### config.mk
export PLATFORM = sky130hd
export DESIGN_NAME = instr_fetch
export DESIGN_NICKNAME = d
export VERILOG_FILES = /design/src/rtl/fetch_pkg.sv /design/src/rtl/fetch_queue.sv /design/src/rtl/instr_fetch.sv
export SDC_FILE = /design/constraint.sdc
export NUM_CORES = 1
export LEC_CHECK = 0
export BUFFER_PORTS_ARGS = -buffer_cell sky130_fd_sc_hd__buf_2
export CAP_MARGIN = 20
export CORE_ASPECT_RATIO = 0.5
export CORE_UTILIZATION = 49
export CTS_CLUSTER_DIAMETER = 50
export DETAILED_ROUTE_END_ITERATION = 10
export PLACE_DENSITY = 0.76
export SLEW_MARGIN = 20
export SYNTH_ARGS = -nofsm -noshare
export SYNTH_HDL_FRONTEND = slang
export SYNTH_SLANG_ARGS = --single-unit
### constraint.sdc
create_clock -name clk -period 3.79 [get_ports clk]
set_input_delay 0.758 -clock clk [delete_from_list [all_inputs] [get_ports clk]]
set_output_delay 0.758 -clock clk [all_outputs]
set_load 0.02 [all_outputs]
### src/rtl/fetch_pkg.sv
// Shared types and constants for the instruction fetch stage.
package fetch_pkg;

  localparam logic [31:0] RESET_PC_DEFAULT = 32'h0000_0000;
  localparam logic [31:0] PC_STEP          = 32'd4;

  typedef struct packed {
    logic [31:0] pc;
    logic [31:0] instr;
  } fetch_entry_t;

  typedef enum logic {
    ST_RESET = 1'b0,
    ST_RUN   = 1'b1
  } fetch_state_t;

endpackage

### src/rtl/fetch_queue.sv
// Circular FIFO of fetched {pc, instr} entries; flush empties it in one cycle.
module fetch_queue
  import fetch_pkg::*;
#(
  parameter int unsigned QDEPTH = 2
) (
  input  logic                           clk,
  input  logic                           rst,
  input  logic                           push,
  input  logic                           pop,
  input  logic                           flush,
  input  fetch_entry_t                   push_entry,
  output logic [$clog2(QDEPTH+1)-1:0]    count,
  output fetch_entry_t                   head
);

  localparam int unsigned CNT_W = $clog2(QDEPTH + 1);
  localparam int unsigned PTR_W = (QDEPTH > 1) ? $clog2(QDEPTH) : 1;

  fetch_entry_t     r_mem [QDEPTH];
  logic [PTR_W-1:0] r_wr_ptr;
  logic [PTR_W-1:0] r_rd_ptr;
  logic [CNT_W-1:0] r_count;

  function automatic logic [PTR_W-1:0] next_ptr(input logic [PTR_W-1:0] p);
    return (p == PTR_W'(QDEPTH - 1)) ? '0 : p + PTR_W'(1);
  endfunction

  always_ff @(posedge clk) begin
    if (rst) begin
      // NOTE: storage is cleared on reset so the head reads as zero until the first push.
      r_mem    <= '{default: '0};
      r_wr_ptr <= '0;
      r_rd_ptr <= '0;
      r_count  <= '0;
    end else if (flush) begin
      r_wr_ptr <= '0;
      r_rd_ptr <= '0;
      r_count  <= '0;
    end else begin
      if (push) begin
        r_mem[r_wr_ptr] <= push_entry;
        r_wr_ptr        <= next_ptr(r_wr_ptr);
      end
      if (pop) begin
        r_rd_ptr <= next_ptr(r_rd_ptr);
      end
      case ({push, pop})
        2'b10:   r_count <= r_count + CNT_W'(1);
        2'b01:   r_count <= r_count - CNT_W'(1);
        default: r_count <= r_count;
      endcase
    end
  end

  assign count = r_count;
  assign head  = r_mem[r_rd_ptr];

endmodule

### src/rtl/instr_fetch.sv
// Fetch stage: owns the fetch PC, issues one-cycle-latency memory reads and
// queues returned words for the core; redirects flush the queue and kill any pending return.
module instr_fetch
  import fetch_pkg::*;
#(
  parameter int unsigned ADDR_W   = 8,
  parameter logic [31:0] RESET_PC = RESET_PC_DEFAULT,
  parameter int unsigned QDEPTH   = 2
) (
  input  logic              clk,
  input  logic              rst,
  output logic              mem_rd_en,
  output logic [ADDR_W-1:0] mem_addr,
  input  logic [31:0]       mem_rdata,
  input  logic              redirect,
  input  logic [31:0]       redirect_pc,
  output logic [31:0]       instr,
  output logic [31:0]       instr_pc,
  output logic              instr_valid,
  input  logic              instr_ready,
  output logic [31:0]       fetch_pc
);

  localparam int unsigned      CNT_W    = $clog2(QDEPTH + 1);
  localparam logic [CNT_W:0]   QDEPTH_C = (CNT_W + 1)'(QDEPTH);

  fetch_state_t     r_state;
  fetch_state_t     w_state_nxt;
  logic [31:0]      r_fetch_pc;
  logic [31:0]      r_issue_pc;
  logic             r_inflight;
  logic             r_kill;
  logic [CNT_W-1:0] w_count;
  logic [CNT_W:0]   w_occupancy;
  logic             w_pop;
  logic             w_push;
  logic             w_flush;
  logic             w_issue;
  logic [31:0]      w_redirect_pc;
  fetch_entry_t     w_head;
  fetch_entry_t     w_push_entry;

  always_comb begin
    // NOTE: every combinational output gets a default first so no path can infer a latch.
    w_state_nxt   = r_state;
    w_flush       = rst || redirect;
    w_pop         = instr_valid && instr_ready && !redirect;
    w_occupancy   = {1'b0, w_count} + {{CNT_W{1'b0}}, r_inflight} - {{CNT_W{1'b0}}, w_pop};
    w_issue       = !rst && !redirect && (w_occupancy < QDEPTH_C);
    // A return is dropped if reset or a redirect lands on it, or an older redirect marked it dead.
    w_push        = (r_state == ST_RUN) && r_inflight && !r_kill && !w_flush;
    w_redirect_pc = redirect_pc & ~32'd3;

    if (rst) w_state_nxt = ST_RESET;
    else     w_state_nxt = ST_RUN;
  end

  always_ff @(posedge clk) begin
    r_state <= w_state_nxt;
  end

  always_ff @(posedge clk) begin
    if (rst) begin
      r_fetch_pc <= RESET_PC;
      r_issue_pc <= '0;
      r_inflight <= 1'b0;
      r_kill     <= 1'b0;
    end else begin
      r_inflight <= w_issue;
      r_kill     <= redirect && r_inflight;
      if (w_issue) r_issue_pc <= r_fetch_pc;
      if (redirect)     r_fetch_pc <= w_redirect_pc;
      else if (w_issue) r_fetch_pc <= r_fetch_pc + PC_STEP;
    end
  end

  assign w_push_entry = '{pc: r_issue_pc, instr: mem_rdata};

  fetch_queue #(
    .QDEPTH (QDEPTH)
  ) u_queue (
    .clk        (clk),
    .rst        (rst),
    .push       (w_push),
    .pop        (w_pop),
    .flush      (w_flush),
    .push_entry (w_push_entry),
    .count      (w_count),
    .head       (w_head)
  );

  assign mem_rd_en   = w_issue;
  assign mem_addr    = r_fetch_pc[ADDR_W+1:2];
  assign fetch_pc    = r_fetch_pc;
  assign instr       = w_head.instr;
  assign instr_pc    = w_head.pc;
  assign instr_valid = (w_count != '0);

endmodule

==> results of run 1 <==
==> worst paths after layout <==
| path | start | to | slack [ps] | cells after the start |
|---|---|---|---|---|
| worst max-delay path | u_queue.count[1] | mem_rd_en | 170 | 10 |
| worst max register to register | u_queue.count[1] | fetch_pc[16] | 560 | 12 |
| worst min-delay path | u_queue.r_mem[0] | u_queue.r_mem[0] | 450 | 2 |
| worst min register to register | u_queue.r_mem[0] | u_queue.r_mem[0] | 450 | 2 |
==> critical path: cells and delay by family, from the launching register on <==
family	cells	cell delay, ps
adders and majority gates	2	710
buffers and inverters	2	350
and+or+nand+nor	5	790
DFF	1	370
xor gates and xnor gates	1	220
==> stage by stage <==
| stage | util, % | power, mW | hold WS, ps | instance area, sq um | instances |
|---|---|---|---|---|---|
| 2_1_floorplan | - | 2.30 | 433 | 8110 | 1003 |
| 3_3_place_gp | 57.3 | 2.40 | 437 | 9030 | 1330 |
| 3_5_place_dp | 57.3 | 2.40 | 444 | 9030 | 1330 |
| 4_1_cts | 60.9 | 4.16 | 454 | 9610 | 1361 |
| 5_1_grt | 61.0 | 4.27 | 470 | 9630 | 1363 |
| 6_report | 61.0 | 4.12 | 453 | 9630 | 1363 |
==> cells in the mapped netlist (all sizes together), types with 8 or more instances <==
master and number:
nand2 341, dfxtp 191, a21oi 164, mux2 64, clkbuf 43, buf 34, nor2 21, xnor2 19
a211oi 11, nand3 11, nand4 11, inv 10, and3 9, nor3 8
==> power by group <==
group | total, mW | leakage, nW | switching, mW | internal (mW)
Clock | 1.76 | 0.286 | 0.827 | 0.932
Combinational | 0.266 | 1.92 | 0.170 | 0.0965
Sequential | 2.10 | 1.55 | 0.0536 | 2.04
Total | 4.12 | 3.75 | 1.05 | 3.07
==> placed cells by master (no fill, tap or decap), types with 10 or more instances in the layout <==
cell type  count
nand2_1      341
clkbuf_16     17
nor2_1        19
a211oi_1      11
dfxtp_1      189
nand4_1       10
a21oi_1      164
mux2_2        64
xnor2_1       18
buf_4         16
buf_2        166
==> layout make-up <==
cell class,count,area (sq um)
fill,1440,6140
multi-input combinational,724,3920
sequential,191,3830
timing repair buffer,185,993
clock buffer,17,425
tap,221,277
clock inverter,14,149
inverter,11,43.8
==> what timing repair did <==
action,4_1_cts,5_1_grt
hold buffers,0,0
buffers inserted,0,2
hold endpoints to repair,0,0
gates resized for setup,1,1
setup endpoints to repair,1,1
pin swaps,0,1
==> flip-flops by register name, indices dropped and copies added, names as in the netlist <==
register / cells
u_queue.r_mem: 124
fetch_pc: 30
r_issue_pc: 30
u_queue.count: 2
r_inflight: 1
r_kill: 1
r_state: 1
u_queue.r_rd_ptr: 1
u_queue.r_wr_ptr: 1
==> cell families (layout without fill, tap and decap cells) <==
group,after synthesis,after routing
AOI/OAI and AO/OA,201,201
DFF,191,191
buffers and inverters,88,227
and+or+nand+nor,428,428
xor gates and xnor gates,23,23
adders and majority gates,4,4
muxes,64,64
other,1,4
==> per-layer routing <==
metal	routed length (microns)	vias to the layer above	GRT usage (%)	part of all wire, %
met5	0	-	0	0
met4	170	0	6.53	0.82
met3	1340	16	3.78	6.4
met2	9450	268	39.8	45
met1	9870	3410	33.5	47
li1	-	3606	-	-
==> run_results.csv, run 1 <==
group,metric,value,unit
outcome,status,"finished clean",
synthesis,synth-simple-area-share,22.1,%
global_route,grt_first_pass_wirelength,32.9,mm
worst_hold_path,hp-class,"flip-flop to flip-flop",
clock_tree,clk_path_buf_depth,2,
global_route,grt_use_total,24.4,%
setup_path,path_class,"flip-flop to primary output",
synthesis,ys.flop_type,"dfxtp_1",
synthesis,synth_xor_area_share,2.72,%
synthesis,syn_area,0.00810,sq mm
setup_path,cp.arrival,2860,ps
setup_path,cp-end-kind,"primary output",
run,cap_violations,0,
floorplanning,num_rows,32,
timing,post-route-min-period,3620,ps
synthesis,yosysWarnings,0,
cells_and_area,antenna_cells,0,
routing,viasPerCell,5.36,
synthesis,synth_area_leaders,"dfxtp_1, nand2_1, a21oi_1",
clock_tree,clkTransAtPathRegs,70,ps
synthesis,synth_enable_flop_cells,0,
routing,initialDrtViolationCount,477,
synthesis,yosys-mux-area-fraction,8.90,%
placed_design,gp_congestion,0.874,
placed_design,portBuffers,167,
timing,worst_pin_slew,797,ps
timing,fin_skew,10.3,ps
routing,vias,7300,
floorplanning,pin_count,174,
synthesis,synth-compound-area-share,13.5,%
cells_and_area,nets,1202,
clock_tree,worstSkewPairLatency,420,ps
clock_tree,tritoncts,"done",
floorplanning,initial_utilization,51.4,%
power,ir_drop,0.314,mV
placed_design,hpwlAfterDp,13.3,mm
timing,maxSlewViolCount,0,
synthesis,synth_fa_ha_area_share,0.710,%
cells_and_area,area_delta_synth_final,18.9,%
floorplanning,fp.dieH,92.9,microns
timing,fin_ws,172,ps
setup_path,cp_slowest_stage_delay,450,ps
synthesis,yosysTopAreaCell,"dfxtp_1",
routing,first_pass_iters,5,
setup_path,cp-start-kind,"flip-flop",
floorplanning,chipWidth,184,microns
floorplanning,coreArea,0.0158,sq mm
timing,relSlewSlack,46.8,%
setup_path,cp.required,3030,ps
power,p_per_area,428,mW/mm^2
floorplanning,dieArea,0.0171,sq mm
global_route,grt_start_max_net_pins,109,
routing,ant_nets,0,
timing,fin_setup_tns,0,ps
timing,hold_violations,0,
clock_tree,root_buffer,"clkbuf_16",
synthesis,async_reset_ff_share,0,%
power,p_leak,3.75,nW
synthesis,synth_top_family_by_area,"simple AND/OR/NAND/NOR gates",
synthesis,ys_types,46,
synthesis,seq_area_frac_synth,47.2,%
routing,wl_per_cell,15.3,microns
timing,rsz0062_at_grt,"no",
setup_path,crit_chain,"or2_2 -> nand2_1 -> nor2_1 -> ha_1 -> nand2b_1 -> fa_1 -> xnor2_4 -> nand3_2 -> inv_4 -> buf_2",
timing,fmax,276,MHz
setup_path,cp_max_fo,11,
setup_path,cpMaxStageDelayCell,"fa_1",
synthesis,synthCells,1000,
clock_tree,cts_made_buffers,17,
global_route,antenna_found_initial,0,
cells_and_area,layout-drive-gt1-share,25.7,%
clock_tree,cts.sinks,191,
global_route,grt.overflow.total,0,
routing,drt-total-wl,20.8,mm
synthesis,avgSynthCellArea,8.10,sq um
clock_tree,htreeDepth,4,
synthesis,synth_seq_cells,191,
routing,drc_errors,0,
timing,timing.final.crit_share,95.5,%
synthesis,synth_top_area_share,47.2,%
timing,finalSetupViolCount,0,
placed_design,pre_cts_ws,285,ps
global_route,grt_pass1_vias,6637,
(Power assumes the default switching activity.)
==> run 2, diff against run 1 <==
- BUFFER_PORTS_ARGS: -buffer_cell sky130_fd_sc_hd__buf_2 -> -buffer_cell sky130_fd_sc_hd__buf_4
==> run_results.csv, run 2 (synthesis results as in run 1) <==
group,metric,value,unit
timing,fin_hold_ws,453,ps
routing,initialDrtViolationCount,498,
timing,fin_skew,14.9,ps
routing,drt-total-wl,21.2,mm
run,cap_violations,0,
timing,rsz0062_at_grt,"no",
placed_design,portBuffers,167,
power,p_sw,1.05,mW
clock_tree,cts_made_buffers,17,
floorplanning,chipWidth,184,microns
setup_path,path_class,"flip-flop to primary output",
cells_and_area,nets,1200,
global_route,grt_first_pass_wirelength,34.4,mm
power,intPower,3.24,mW
clock_tree,worstSkewPairLatency,420,ps
timing,fin_setup_tns,0,ps
cells_and_area,layout_commonest_cell,"nand2_1",
clock_tree,clkTransAtPathRegs,70,ps
cells_and_area,top_register,"u_queue.r_mem",
setup_path,cp_max_fo,7,
setup_path,cpMaxStageDelayCell,"fa_1",
cells_and_area,utilization,64.1,%
timing,post-route-min-period,3640,ps
cells_and_area,antenna_cells,0,
timing,timing.final.crit_share,95.9,%
setup_path,cp.arrival,2880,ps
cells_and_area,final_cell_mix,"nand2_1, dfxtp_1, buf_4",
routing,wl_per_cell,15.6,microns
placed_design,hpwlAfterDp,13.6,mm
power,sw_frac_of_total,24.4,%
global_route,grt_start_max_net_pins,116,
setup_path,cp-end-kind,"primary output",
routing,viasPerCell,5.44,
clock_tree,tritoncts,"done",
floorplanning,num_rows,32,
floorplanning,coreArea,0.0158,sq mm
setup_path,crit_chain,"or2_2 -> nand2_1 -> nor2_1 -> ha_1 -> nand2b_1 -> fa_1 -> xnor2_4 -> nand3_4 -> inv_2 -> buf_4",
timing,worst_pin_slew,858,ps
routing,first_pass_iters,5,
floorplanning,initial_utilization,51.4,%
cells_and_area,area_delta_synth_final,24.8,%
placed_design,post_dp_cell_area,0.00946,sq mm
cells_and_area,layout-drive-gt1-share,25.6,%
cells_and_area,design_area,0.0101,sq mm
global_route,grt.overflow.total,0,
clock_tree,cts.sinks,191,
outcome,status,"finished clean",
routing,wl_met2,10.3,mm
clock_tree,htreeDepth,4,
setup_path,cp.required,3030,ps
worst_hold_path,hp-class,"flip-flop to flip-flop",
power,clkPwrFrac,43.9,%
cells_and_area,largest_reg_flops,124,
setup_path,cp_slowest_stage_delay,450,ps
timing,hold_violations,0,
routing,drc_errors,0,
global_route,antenna_found_initial,0,
routing,routed.top_layer,"met4",
floorplanning,dieArea,0.0171,sq mm
power,p_seq_share,49.0,%
clock_tree,root_buffer,"clkbuf_16",
global_route,grt_use_total,25.3,%
power,combPwrFrac,7.1,%
clock_tree,clk_path_buf_depth,2,
timing,maxSlewViolCount,0,
placed_design,gp_congestion,0.873,
global_route,grt_pass1_vias,7084,
floorplanning,fp.dieH,92.9,microns
timing,relSlewSlack,42.8,%
floorplanning,pin_count,174,
routing,vias,7410,
power,p_per_area,424,mW/mm^2
power,ir_drop,0.303,mV
routing,wl_met3,1.32,mm
timing,finalSetupViolCount,0,
routing,ant_nets,0,
power,p_leak,3.82,nW
routing,drt-met1-wl,9.46,mm
setup_path,cp-start-kind,"flip-flop",
timing,fmax,275,MHz
## run 2: changes by cell type in the layout (fill, tap and decap cells not counted), moves of 2 or more
cell        delta
buf_2        -166
clkinvlp_4     +3
bufinv_16      +2
buf_4        +162
buf_12         +2
## run 2: area by class of cell
cell class	instances	area (sq um)
multi-input cells	724	3920
clock buffers	17	425
inverters	11	41.3
fillers	1351	5670
flip-flops and latches	191	3830
clock inverters	15	198
well taps	221	277
repair buffers	183	1420
## run 2: critical path, delay by kind of cell (launching register included)
family | cells | cell delay, ps
adder cells (fa/ha/maj) | 2 | 720
flip-flops | 1 | 380
AND/OR/NAND/NOR | 5 | 800
XOR/XNOR | 1 | 290
buffers and inverters | 2 | 280
## run 2: final timing paths
kind	startpoint	depth (start not counted)	slack [ps]	to
worst max-delay path	u_queue.count[1]	10	150	mem_rd_en
worst min-delay path	u_queue.r_mem[104]	2	450	u_queue.r_mem[104]
worst max register to register	u_queue.count[1]	12	490	fetch_pc[22]
worst min register to register	u_queue.r_mem[104]	2	450	u_queue.r_mem[104]
## run 2: repair_timing
| item | CTS | global route |
|---|---|---|
| hold buffers | 0 | 0 |
| endpoints found under the setup margin | 0 | 1 |
| gates resized for setup | 0 | 2 |
| buffers inserted | 0 | 2 |
## run 2: power groups by stage
stage	clock network (mW)	registers, mW	logic (mW)
after floorplan	0	2.15	0.148
after detailed placement	0	2.14	0.300
after global routing	2.01	2.10	0.325
final	1.88	2.10	0.303
after CTS	1.93	2.10	0.302
after global placement	0	2.14	0.295
## run 2: metal layers
layer  vias up  track usage, %
met5         -               0
met4         0            6.25
met3        16            4.84
met2       250            42.7
met1      3540            33.2
li1       3604               -
## run 2: per-stage QoR
stage / instances / total power, mW / setup slack (ps)
global placement: 1328 / 2.44 / 384
finish: 1362 / 4.28 / 154
CTS: 1360 / 4.32 / 3.04
detailed placement: 1328 / 2.44 / 343
floorplan: 1003 / 2.30 / 31.8
global route: 1362 / 4.44 / 17.2
